### src/rtl/reg_file_mp.sv
`default_nettype none
// ============================================================================
//  Module      : reg_file_mp
//  Description : Parametrised multi-read-port register file with optional
//                write-to-read bypass, optional hardwired-zero R0, a
//                per-register busy scoreboard for hazard detection and a
//                sequential scrub engine that zeroes one entry per cycle.
//  Revision    : 1.0 - initial release
// ============================================================================
module reg_file_mp #(
    parameter int WIDTH   = 32,
    parameter int ADDR_W  = 4,
    parameter int NRD     = 2,
    parameter int BYPASS  = 1,
    parameter int ZERO_R0 = 0
) (
    input  logic                  CLK,
    input  logic                  C,
    input  logic [NRD*ADDR_W-1:0] RA,
    output logic [NRD*WIDTH-1:0]  BusR,
    output logic [NRD-1:0]        BusyR,
    input  logic [ADDR_W-1:0]     RW,
    input  logic                  RegW,
    input  logic [WIDTH-1:0]      BusW,
    input  logic                  Issue,
    input  logic [ADDR_W-1:0]     IRd,
    input  logic                  Scrub,
    output logic                  Ready,
    output logic                  Done
);

    localparam int                DEPTH    = 2 ** ADDR_W;
    localparam logic [ADDR_W-1:0] LAST_IDX = ADDR_W'(DEPTH - 1);

    typedef enum logic [0:0] {
        ST_IDLE  = 1'b0,
        ST_SCRUB = 1'b1
    } state_t;

    state_t              state_q, state_d;
    logic [ADDR_W-1:0]   cnt_q, cnt_d;
    logic [DEPTH-1:0]    busy_q, busy_d;
    logic [WIDTH-1:0]    mem_q [DEPTH];

    logic                w_idle;
    logic                w_wr_en;
    logic                w_iss_en;

    // Writes and issues are only honoured in IDLE; with ZERO_R0 any access
    // targeting register 0 is silently discarded.
    assign w_idle   = (state_q == ST_IDLE);
    assign w_wr_en  = w_idle && RegW  && !((ZERO_R0 != 0) && (RW  == '0));
    assign w_iss_en = w_idle && Issue && !((ZERO_R0 != 0) && (IRd == '0));

    // Control state, scrub counter and scoreboard; reset overrides everything.
    always_ff @(posedge CLK) begin
        if (!C) begin
            state_q <= ST_IDLE;
            cnt_q   <= '0;
            busy_q  <= '0;
        end else begin
            state_q <= state_d;
            cnt_q   <= cnt_d;
            busy_q  <= busy_d;
        end
    end

    // Next-state logic for the IDLE/SCRUB machine plus the Ready/Done flags.
    always_comb begin
        state_d = state_q;
        cnt_d   = cnt_q;
        Ready   = 1'b0;
        Done    = 1'b0;
        case (state_q)
            ST_IDLE: begin
                Ready = 1'b1;
                if (Scrub) begin
                    state_d = ST_SCRUB;
                    cnt_d   = '0;
                end
            end
            ST_SCRUB: begin
                // Compare before incrementing so the index never leaves range.
                if (cnt_q == LAST_IDX) begin
                    Done    = 1'b1;
                    state_d = ST_IDLE;
                    cnt_d   = '0;
                end else begin
                    cnt_d = cnt_q + 1'b1;
                end
            end
            default: begin
                state_d = ST_IDLE;
                cnt_d   = '0;
            end
        endcase
    end

    // Scoreboard update: clear on writeback, then set on issue so a new
    // producer to the same register stays outstanding.
    always_comb begin
        busy_d = busy_q;
        if (state_q == ST_SCRUB) begin
            busy_d[cnt_q] = 1'b0;
        end else begin
            if (RegW) begin
                busy_d[RW] = 1'b0;
            end
            if (w_iss_en) begin
                busy_d[IRd] = 1'b1;
            end
        end
        if (ZERO_R0 != 0) begin
            busy_d[0] = 1'b0;
        end
    end

    // Register array: reset clears all entries, scrub clears one per cycle.
    always_ff @(posedge CLK) begin
        if (!C) begin
            for (int i = 0; i < DEPTH; i++) begin
                mem_q[i] <= '0;
            end
        end else if (w_wr_en) begin
            mem_q[RW] <= BusW;
        end else if (state_q == ST_SCRUB) begin
            mem_q[cnt_q] <= '0;
        end
    end

    for (genvar k = 0; k < NRD; k++) begin : g_rd
        logic [ADDR_W-1:0] w_ra;
        logic [WIDTH-1:0]  w_data;
        logic              w_busy;

        assign w_ra = RA[k*ADDR_W +: ADDR_W];

        // Combinational read with optional forwarding of the in-flight write;
        // a forwarded write reports not-busy unless re-issued this same cycle.
        always_comb begin
            w_data = mem_q[w_ra];
            w_busy = busy_q[w_ra];
            if ((BYPASS != 0) && w_idle && RegW && (RW == w_ra)) begin
                w_data = BusW;
                w_busy = Issue && (IRd == w_ra);
            end
            if ((ZERO_R0 != 0) && (w_ra == '0)) begin
                w_data = '0;
                w_busy = 1'b0;
            end
        end

        assign BusR[k*WIDTH +: WIDTH] = w_data;
        assign BusyR[k]               = w_busy;
    end

endmodule
`default_nettype wire

### config.mk
export PLATFORM = sky130hd
export DESIGN_NAME = reg_file_mp
export DESIGN_NICKNAME = d
export VERILOG_FILES = /design/src/rtl/reg_file_mp.sv
export SDC_FILE = /design/constraint.sdc
export NUM_CORES = 1
export LEC_CHECK = 0
export ABC_CLOCK_PERIOD_IN_PS = 2830
export BUFFER_PORTS_ARGS = -buffer_cell sky130_fd_sc_hd__buf_2
export CAP_MARGIN = 10
export CELL_PAD_IN_SITES_DETAIL_PLACEMENT = 1
export CELL_PAD_IN_SITES_GLOBAL_PLACEMENT = 1
export CORE_MARGIN = 4
export CORE_UTILIZATION = 45
export CTS_CLUSTER_SIZE = 16
export DETAILED_ROUTE_END_ITERATION = 6
export PLACE_DENSITY = 0.8
export RECOVER_POWER = 100
export SLEW_MARGIN = 10
export SYNTH_ARGS = -nofsm -noshare
export SYNTH_HDL_FRONTEND = slang
export SYNTH_SLANG_ARGS = --single-unit
### constraint.sdc
create_clock -name CLK -period 2.83 [get_ports CLK]
set_input_delay 0.1415 -clock CLK [delete_from_list [all_inputs] [get_ports CLK]]
set_output_delay 0.1415 -clock CLK [all_outputs]
set_load 0.02 [all_outputs]
* Yosys cells after proc, flatten, opt, wreduce, memory -nomap -nowiden
Memories as Yosys holds them, arrays and structs flattened.
Index checks and enable logic that the tools add are counted.
** Cells by class
- Add/subtract/negate cells :: 1
- $mul :: 0
- Divide/modulo/power cells :: 0
- $lt $le $gt $ge :: 8
- Eq/ne operators :: 6
- Shifts and indexed selects :: 0
- Multiplexer cells :: 41
- Bitwise gates (word level) :: 6
- Reduce and logical (&&, ||, !) cells :: 11
** Operators by type and width (count)
- two-way mux 32 bit :: 4
- two-way mux 16 bit :: 4
- OR reduction 32 bit :: 2
- bitwise AND 16 bit :: 2
- NOT 16 bit :: 2
- < comparator 4 x 5 -> 1 bit (second input constant) :: 5
- two-way mux 1 bit :: 22
- equality test 4 bit :: 4
- two-way mux 4 bit :: 4
- bitwise OR 16 bit :: 1
- demux 1 bit (select 4 bit) :: 3
- >= comparator 4 x 1 -> 1 bit (second input constant) :: 3
- logical AND 1 bit :: 9
- binary-select mux 1 bit (select 4 bit) :: 2
- case mux 4 bit (2 select lines) :: 1
- adder 4 x 1 -> 4 bit (second input constant) :: 1
- equality test 4 bit (second input constant) :: 1
- != test 2 bit (second input constant) :: 1
- case mux 1 bit (2 select lines) :: 1
- NOT 1 bit :: 1
** Storage, ports and cells
- Register bits after elaboration :: 21
- Bits in latches :: 0
- Memory bits (writable) :: 512
- Memory bits (read-only) :: 0
- Bits of input ports :: 53
- Output and inout port bits :: 68
- Word-level logic and storage cells :: 77
- Memories kept :: 1
** Memory list
- mem_q :: words 16, width 32, rd ports 2, clocked after memory_dff 0, wr ports 16, RTL line 43 : logic [WIDTH-1:0] mem_q [DEPTH];

* Depth between registers and ports, before layout
Gate-level depths: netlist of the first run.
- Depth after elaboration :: 11
- Gate-level depth with buffers :: 8
- Mapped depth without buffers :: 5

* Worst setup path after synthesis of the first run
No wires, ideal clock.
- Path kind :: reg2reg
- From :: reg state_q
- To :: mem mem_q[3][0], enable pin
- Setup time :: 0.389 ns
- Data arrival time :: 2.284 ns
- Required time :: 2.441 ns
- Setup slack :: 0.156 ns
- Cell stages (with the launch flop) :: 6
- Buffers on the path :: 1
- Clock period less this slack :: 2.674 ns
- Path through :: dfxtp_1 -> or3b_4 -> a2111oi_4 -> nand2_2 -> buf_2 -> nand2_1
** RTL lines
- start: declaration :: RTL line 40 : state_t state_q, state_d;
- start signal: assignment :: RTL line 62 : state_q <= state_d;
- end: declaration :: RTL line 43

==> out/qor.yml, run 1 <==
h-tree-depth: 2
ff2ff_setup_slack_ns: 0.06
drt_iter0_drc: 2691
coreArea_um2: 61600
ff2ff_path_depth: 7
syn_nets: 2075
crit_chain: "buf_4 > and2_0 > o21ai_0 > clkbuf_1 > nand2_1 > buf_2 > nor2_1"
synth_warnings: 0
avgViaCountPerCell: 6.68
drive_gt1_share_pct: 30.5
worstPathArrival_ns: 3.09
hold_path_class: "primary input to flip-flop"
fmax_mhz: 361
wirelength_um: 99400
routed-via-count: 20000
cts_tree: "yes"
synth.avg_cell_area_um2: 13.8
clockPowerShare_pct: 40.0
crit_required_ns: 3.15
worst-setup-path-type: "flip-flop to flip-flop"
whs_path_depth: 4
slew_headroom_pct: 15.1
cts-buffers-inserted: 57
skew_ns: 0.0279
grt_pass1_vias: 21700
maxCapViolations: 0
clock_latency_ns: 0.64
power_density_nw_per_um2: 616
worstSetupEndpointType: "flip-flop"
tightestPinTransition_ns: 1.27
die_area_um2: 66000
dieWidth_um: 257
drc_errors: 0
grt_use_total_pct: 29.9
antennaDiodeCount: 0
synth_top_area_share_pct: 55.1
ys.flop_type: "edfxtp_1"
dp.final_hpwl_um: 60300
mappedNetlistArea_um2: 27900
internal_power_mw: 14.5
comb_power_share_pct: 13.1
nets: 2172
synth_seq_cells: 533
worst-path-buf-inv: 3
start_util_pct: 45.3
critPathMaxFanout: 32
gp_congestion: 0.839
cts_buffer_depth: 3
postPlaceCellArea_um2: 30000
grt.overflow.total: 0
synth_top_area_cell: "edfxtp_1"
grt_first_pass_wirelength_um: 146000
sequentialPowerShare_pct: 46.9
ys_top_cells_by_area: "edfxtp_1 55%, mux4_2 21%, nor2_1 7.0%"
crit_family: "buffers and inverters"
startpoint_type: "flip-flop"
io_buffers: 120
area_growth_pct: 13.8
async_flop_share_pct: 0
synth-seq-area-share_pct: 56.6
cts_sinks: 533
power.switching_mw: 5.03
critPathSlowestCell: "buf_2"
synthCells: 2018
p_leak_nw: 11.3
ir_worst_vdd_v: 0.000482
rows: 91
swShare_pct: 25.7
rsz0062_at_grt: "no"
finalMaxSlewViolations: 0
antenna_found_initial: 0
fin_crit_sh_pct: 97.9
final_cell_count_no_fill: 3000
reg2reg_from: "state_q$_SDFF_PN0_"
io_pins: 121
dp_cells: 2885
synth_edf_count: 512
layout_setup_ws_ns: 0.0581
die_height_um: 257
setup_tns_ns: 0
reg2reg_to: "mem_q[9][31]$_SDFFCE_PN0P_"
setup_viol: 0
design_area_um2: 31700
dr.pass1.iters: 7
synth_cell_types: 46
grt_max_degree: 37
fin_crit_ns: 2.77
hp-start: "Issue"
clk_pin_slew_worst_paths_ns: 0.06
whs_endpoint: "busy_q[1]$_SDFF_PN0_"
dpl_worst_slack_ns: 0.494
root_buffer: "clkbuf_16"
hold_viol: 0
power_mw: 19.6
critPathMaxStageDelay_ns: 0.85
wl_per_cell_um: 33.1
drtAntennaViolNets: 0
status: "completed"
## layout make-up
type | count | area, µm²
clock buffers | 68 | 1490
clock inverters | 39 | 427
fillers | 6009 | 29900
inverters | 7 | 26.3
multi-input cells | 1277 | 11300
flip-flops and latches | 533 | 15800
well taps | 837 | 1050
repair buffers | 239 | 1670
## worst max-delay path by stage
stage	slack (ns)	start	end	cells past startpoint
floorplan	0.16	state_q$_SDFF_PN0_	mem_q[3][0]$_SDFFCE_PN0P_	5
global placement	0.54	RA[4]	BusR[38]	8
detailed placement	0.49	RA[4]	BusR[38]	8
CTS	0.006	state_q$_SDFF_PN0_	BusR[47]	7
global route	0.007	state_q$_SDFF_PN0_	BusR[30]	7
finish	0.06	state_q$_SDFF_PN0_	mem_q[9][31]$_SDFFCE_PN0P_	7
## synth_stat cells (all sizes together), types with 9 or more instances
cell type,count
nand3,15
buf,72
xor2,12
nor2b,9
a22oi,124
o21ai,18
a221oi,12
dfxtp,21
mux4,265
edfxtp,512
mux2,66
clkbuf,129
nor2,520
a21oi,13
nand2,164
## what timing repair did
action,in CTS,in global routing
hold buffers,8,0
buffers inserted,0,0
resized for setup,0,1
endpoints found under the hold margin,18,0
setup endpoints to repair,0,20
## power by group through the flow
stage               combinational (mW)  sequential, mW  clock (mW)
floorplan                         1.62            9.23           0
detailed placement                2.55            9.32           0
CTS                               2.58            9.16        7.88
global route                      2.67            9.20        8.22
finish                            2.56            9.17        7.83
global placement                  2.47            9.26           0
## state kept, by name, summed over array words and instances (netlist names)
register  cells
mem_q       512
busy_q       16
cnt_q         4
state_q       1
## cells in the final DEF (no fill, tap or decap), types with 8 or more instances in the layout
cell / instances
mux4_2: 265
dlygate4sd3_1: 8
bufinv_16: 9
clkbuf_16: 58
mux2_2: 65
xor2_1: 12
clkbuf_4: 17
buf_2: 59
nand2_2: 8
nor2_1: 518
a21oi_1: 13
buf_4: 36
clkinv_2: 11
clkbuf_2: 87
nand3_1: 13
o21ai_0: 18
a22oi_1: 124
nand2_1: 156
clkinv_1: 15
edfxtp_1: 512
dfxtp_1: 21
buf_12: 17
clkbuf_1: 18
a221oi_1: 11
## metrics by stage
| stage | hold slack (ns) | util [%] |
|---|---|---|
| global placement | 0.473 | 48.7 |
| finish | 0.0474 | 51.5 |
| detailed placement | 0.484 | 48.7 |
| global route | 0.0796 | 51.5 |
| floorplan | 0.326 | - |
| CTS | 0.00607 | 52.0 |
## worst min-delay path, stage by stage
cell,delay (ns)
buf_2,0.15
nor4b_1,0.19
nand2_1,0.08
a221oi_1,0.06
## cell families (layout without fill, tap and decap cells)
logic type                 Yosys count  after routing  synth area share, %
and+or+nand+nor                    737            737                 10.4
DFF                                533            533                 56.6
muxes                              338            338                 24.3
buffers and inverters              208            353                 3.16
AOI/OAI and AO/OA                  182            182                 4.81
xor gates and xnor gates            16             16                0.502
adders and majority gates            4              4                0.179
## routing by layer
layer / share of wire [%] / track usage [%] / up-vias
met5: 0 / 0 / -
met4: 5.2 / 13.7 / 0
met3: 11 / 5.87 / 344
met2: 50 / 50.9 / 1450
met1: 34 / 37.2 / 10300
li1: - / - / 7920
Power figures use the tool's default switching activity.
==> run 2, diff against run 1 <==
--- a/config.mk
+++ b/config.mk
@@ -6,7 +6,6 @@
 export NUM_CORES = 1
 export LEC_CHECK = 0
 export ABC_CLOCK_PERIOD_IN_PS = 2830
-export BUFFER_PORTS_ARGS = -buffer_cell sky130_fd_sc_hd__buf_2
 export CAP_MARGIN = 10
 export CELL_PAD_IN_SITES_DETAIL_PLACEMENT = 1
 export CELL_PAD_IN_SITES_GLOBAL_PLACEMENT = 1
@@ -14,7 +13,8 @@
 export CORE_UTILIZATION = 45
 export CTS_CLUSTER_SIZE = 16
 export DETAILED_ROUTE_END_ITERATION = 6
-export PLACE_DENSITY = 0.8
+export DONT_BUFFER_PORTS = 1
+export PLACE_DENSITY = 0.78
 export RECOVER_POWER = 100
 export SLEW_MARGIN = 10
 export SYNTH_ARGS = -nofsm -noshare
==> run 2 against run 1 <==
  * Critical path depth is the same
  * Setup slack lost 0.00086 ns
  * Clock skew shrank 0.013 ns
  * Sequential share of layout area grew 1.8 points
  * Clock-buffer cell count grew 2
  * Sequential power is essentially flat
  * Clock power shrank 10%
==> out/qor.yml, run 2 (synthesis gave the netlist of run 1 again) <==
drc_errors: 0  # unchanged
wl_per_cell_um: 32.8  # -1.1%
largest-register: "mem_q"
h-tree-depth: 2  # unchanged
multi_input_area_um2: 11300  # about the same
skew_ns: 0.0154  # -0.0125 ns
start_util_pct: 45.3  # unchanged
critPathMaxFanout: 35  # +9.4%
power_density_nw_per_um2: 596  # -3.3%
dp_cells: 2733  # -5.3%
internal_power_mw: 13.7  # -5.5%
drtAntennaViolNets: 0  # unchanged
root_buffer: "clkbuf_16"
grt_max_degree: 135  # +260%
dieWidth_um: 257  # unchanged
clockPowerShare_pct: 38.6  # -1.4 points
ir_worst_vdd_v: 0.000474  # -1.7%
nets: 2036  # -6.3%
rsz0062_at_grt: "no"
crit_required_ns: 3.14  # about the same
layout_setup_ws_ns: 0.0572  # -0.000862 ns
die_height_um: 257  # unchanged
worst-setup-path-type: "flip-flop to flip-flop"
drt_iter0_drc: 2489  # -7.5%
worstPathArrival_ns: 3.08  # about the same
cts_tree: "yes"
io_pins: 121  # unchanged
crit_chain: "buf_12 > nand3b_1 > a2111oi_0 > clkbuf_1 > nand2_2 > nand2_1 > buf_12"
grt_pass1_vias: 20700  # -4.6%
fin_crit_sh_pct: 98.0  # about the same
power.switching_mw: 4.54  # -9.7%
startpoint_type: "flip-flop"
dp.final_hpwl_um: 54300  # -9.9%
status: "completed"
clk_pin_slew_worst_paths_ns: 0.07  # about the same
dr.pass1.iters: 7  # unchanged
final_cell_mix: "518 x nor2_1, 512 x edfxtp_1, 265 x mux4_2"
grt_use_total_pct: 28.2  # -1.7 points
worstSetupEndpointType: "flip-flop"
postPlaceCellArea_um2: 28900  # -3.6%
design_area_um2: 30700  # -3.4%
hold_viol: 0  # unchanged
worst-path-buf-inv: 3  # unchanged
avgViaCountPerCell: 6.70  # +0.23%
setup_viol: 0  # unchanged
area_growth_pct: 9.86
grt_first_pass_wirelength_um: 139000  # -4.9%
fmax_mhz: 361  # about the same
power_mw: 18.3  # -6.6%
cts_sinks: 533  # unchanged
num-fill-cells: 6079  # +1.2%
whs_ns: 0.0452  # -0.00218 ns
reg_top3: "mem_q: 512 flops, busy_q: 16 flops, cnt_q: 4 flops"
crit_family: "simple AND/OR/NAND/NOR gates"
cts-buffers-inserted: 57  # unchanged
io_buffers: 0  # -100%
largest_register_ffs: 512  # unchanged
die_area_um2: 66000  # unchanged
comb_power_share_pct: 11.3  # -1.8 points
final_cell_count_no_fill: 2857  # -4.8%
routed-via-count: 19100  # -4.5%
hold_path_class: "primary input to flip-flop"
tightestPinTransition_ns: 1.26  # -0.0177 ns
slew_headroom_pct: 16.2  # +1.2 points
sequentialPowerShare_pct: 50.1  # +3.2 points
clock_latency_ns: 0.62  # -0.02 ns
swShare_pct: 24.9  # -0.86 points
fin_crit_ns: 2.77  # +0.000862 ns
drive_gt1_share_pct: 21.8  # -8.6 points
coreArea_um2: 61600  # unchanged
dpl_worst_slack_ns: 0.368  # -0.126 ns
critPathSlowestCell: "nand2_1"
rows: 91  # unchanged
finalMaxSlewViolations: 0  # unchanged
ff_latch_area_um2: 15800  # unchanged
maxCapViolations: 0  # unchanged
grt.overflow.total: 0  # unchanged
fin_util_pct: 49.8  # -1.8 points
cts_setup_buffers: 0  # unchanged
wirelength_um: 93600  # -5.8%
antennaDiodeCount: 0  # unchanged
cts_buffer_depth: 3  # unchanged
setup_tns_ns: 0  # unchanged
antenna_found_initial: 1  # +1
crit_path_frequent_cell: "buf_12"
final_common_cell: "nor2_1"
p_leak_nw: 10.6  # -6.5%
critPathMaxStageDelay_ns: 0.57  # -0.28 ns
gp_congestion: 0.871  # +3.8%
## run 2: cell types whose count changed in the layout (fill, tap and decap cells not counted), sizes merged, moves of 6 or more
cell,delta
buf,-80
clkbuf,-70
dlygate4sd3,+16
bufinv,-6
## run 2: worst paths after layout
path / endpoint / startpoint / cells past startpoint / slack, ns
worst min register to register: busy_q[1]$_SDFF_PN0_ / busy_q[1]$_SDFF_PN0_ / 2 / 0.53
worst max register to register: mem_q[6][19]$_SDFFCE_PN0P_ / state_q$_SDFF_PN0_ / 7 / 0.06
worst min-delay path: mem_q[10][3]$_SDFFCE_PN0P_ / C / 1 / 0.05
worst max-delay path: mem_q[6][19]$_SDFFCE_PN0P_ / state_q$_SDFF_PN0_ / 7 / 0.06
## run 2: area by class of cell
class | instances | share of cell area (%)
Multi-Input combinational cell | 1277 | 36.8
Tap cell | 837 | 3.42
Clock inverter | 30 | 0.674
Sequential cell | 533 | 51.5
Clock buffer | 70 | 4.81
Inverter | 7 | 0.0980
Timing Repair Buffer | 103 | 2.63
## run 2: metal layers
layer	wire (µm)	vias to the layer above	GRT usage (%)	part of all wire [%]
met1	33500	9973	36.2	36
met5	0	-	0	0
met3	9970	282	6.02	11
met2	46000	1266	47.4	49
li1	-	7611	-	-
met4	4220	0	10.8	4.5
## run 2: timing repair
action | in CTS | in global routing
hold endpoints to repair | 217 | 0
hold buffers | 24 | 0
gates resized for setup | 0 | 6
setup endpoints to repair | 0 | 4
## run 2: power groups by stage
stage	combinational, mW	sequential, mW	clock (mW)
after floorplan	1.62	9.23	0
after global placement	1.99	9.25	0
after detailed placement	2.05	9.31	0
after CTS	2.10	9.15	7.11
after global routing	2.14	9.19	7.45
final	2.06	9.16	7.05
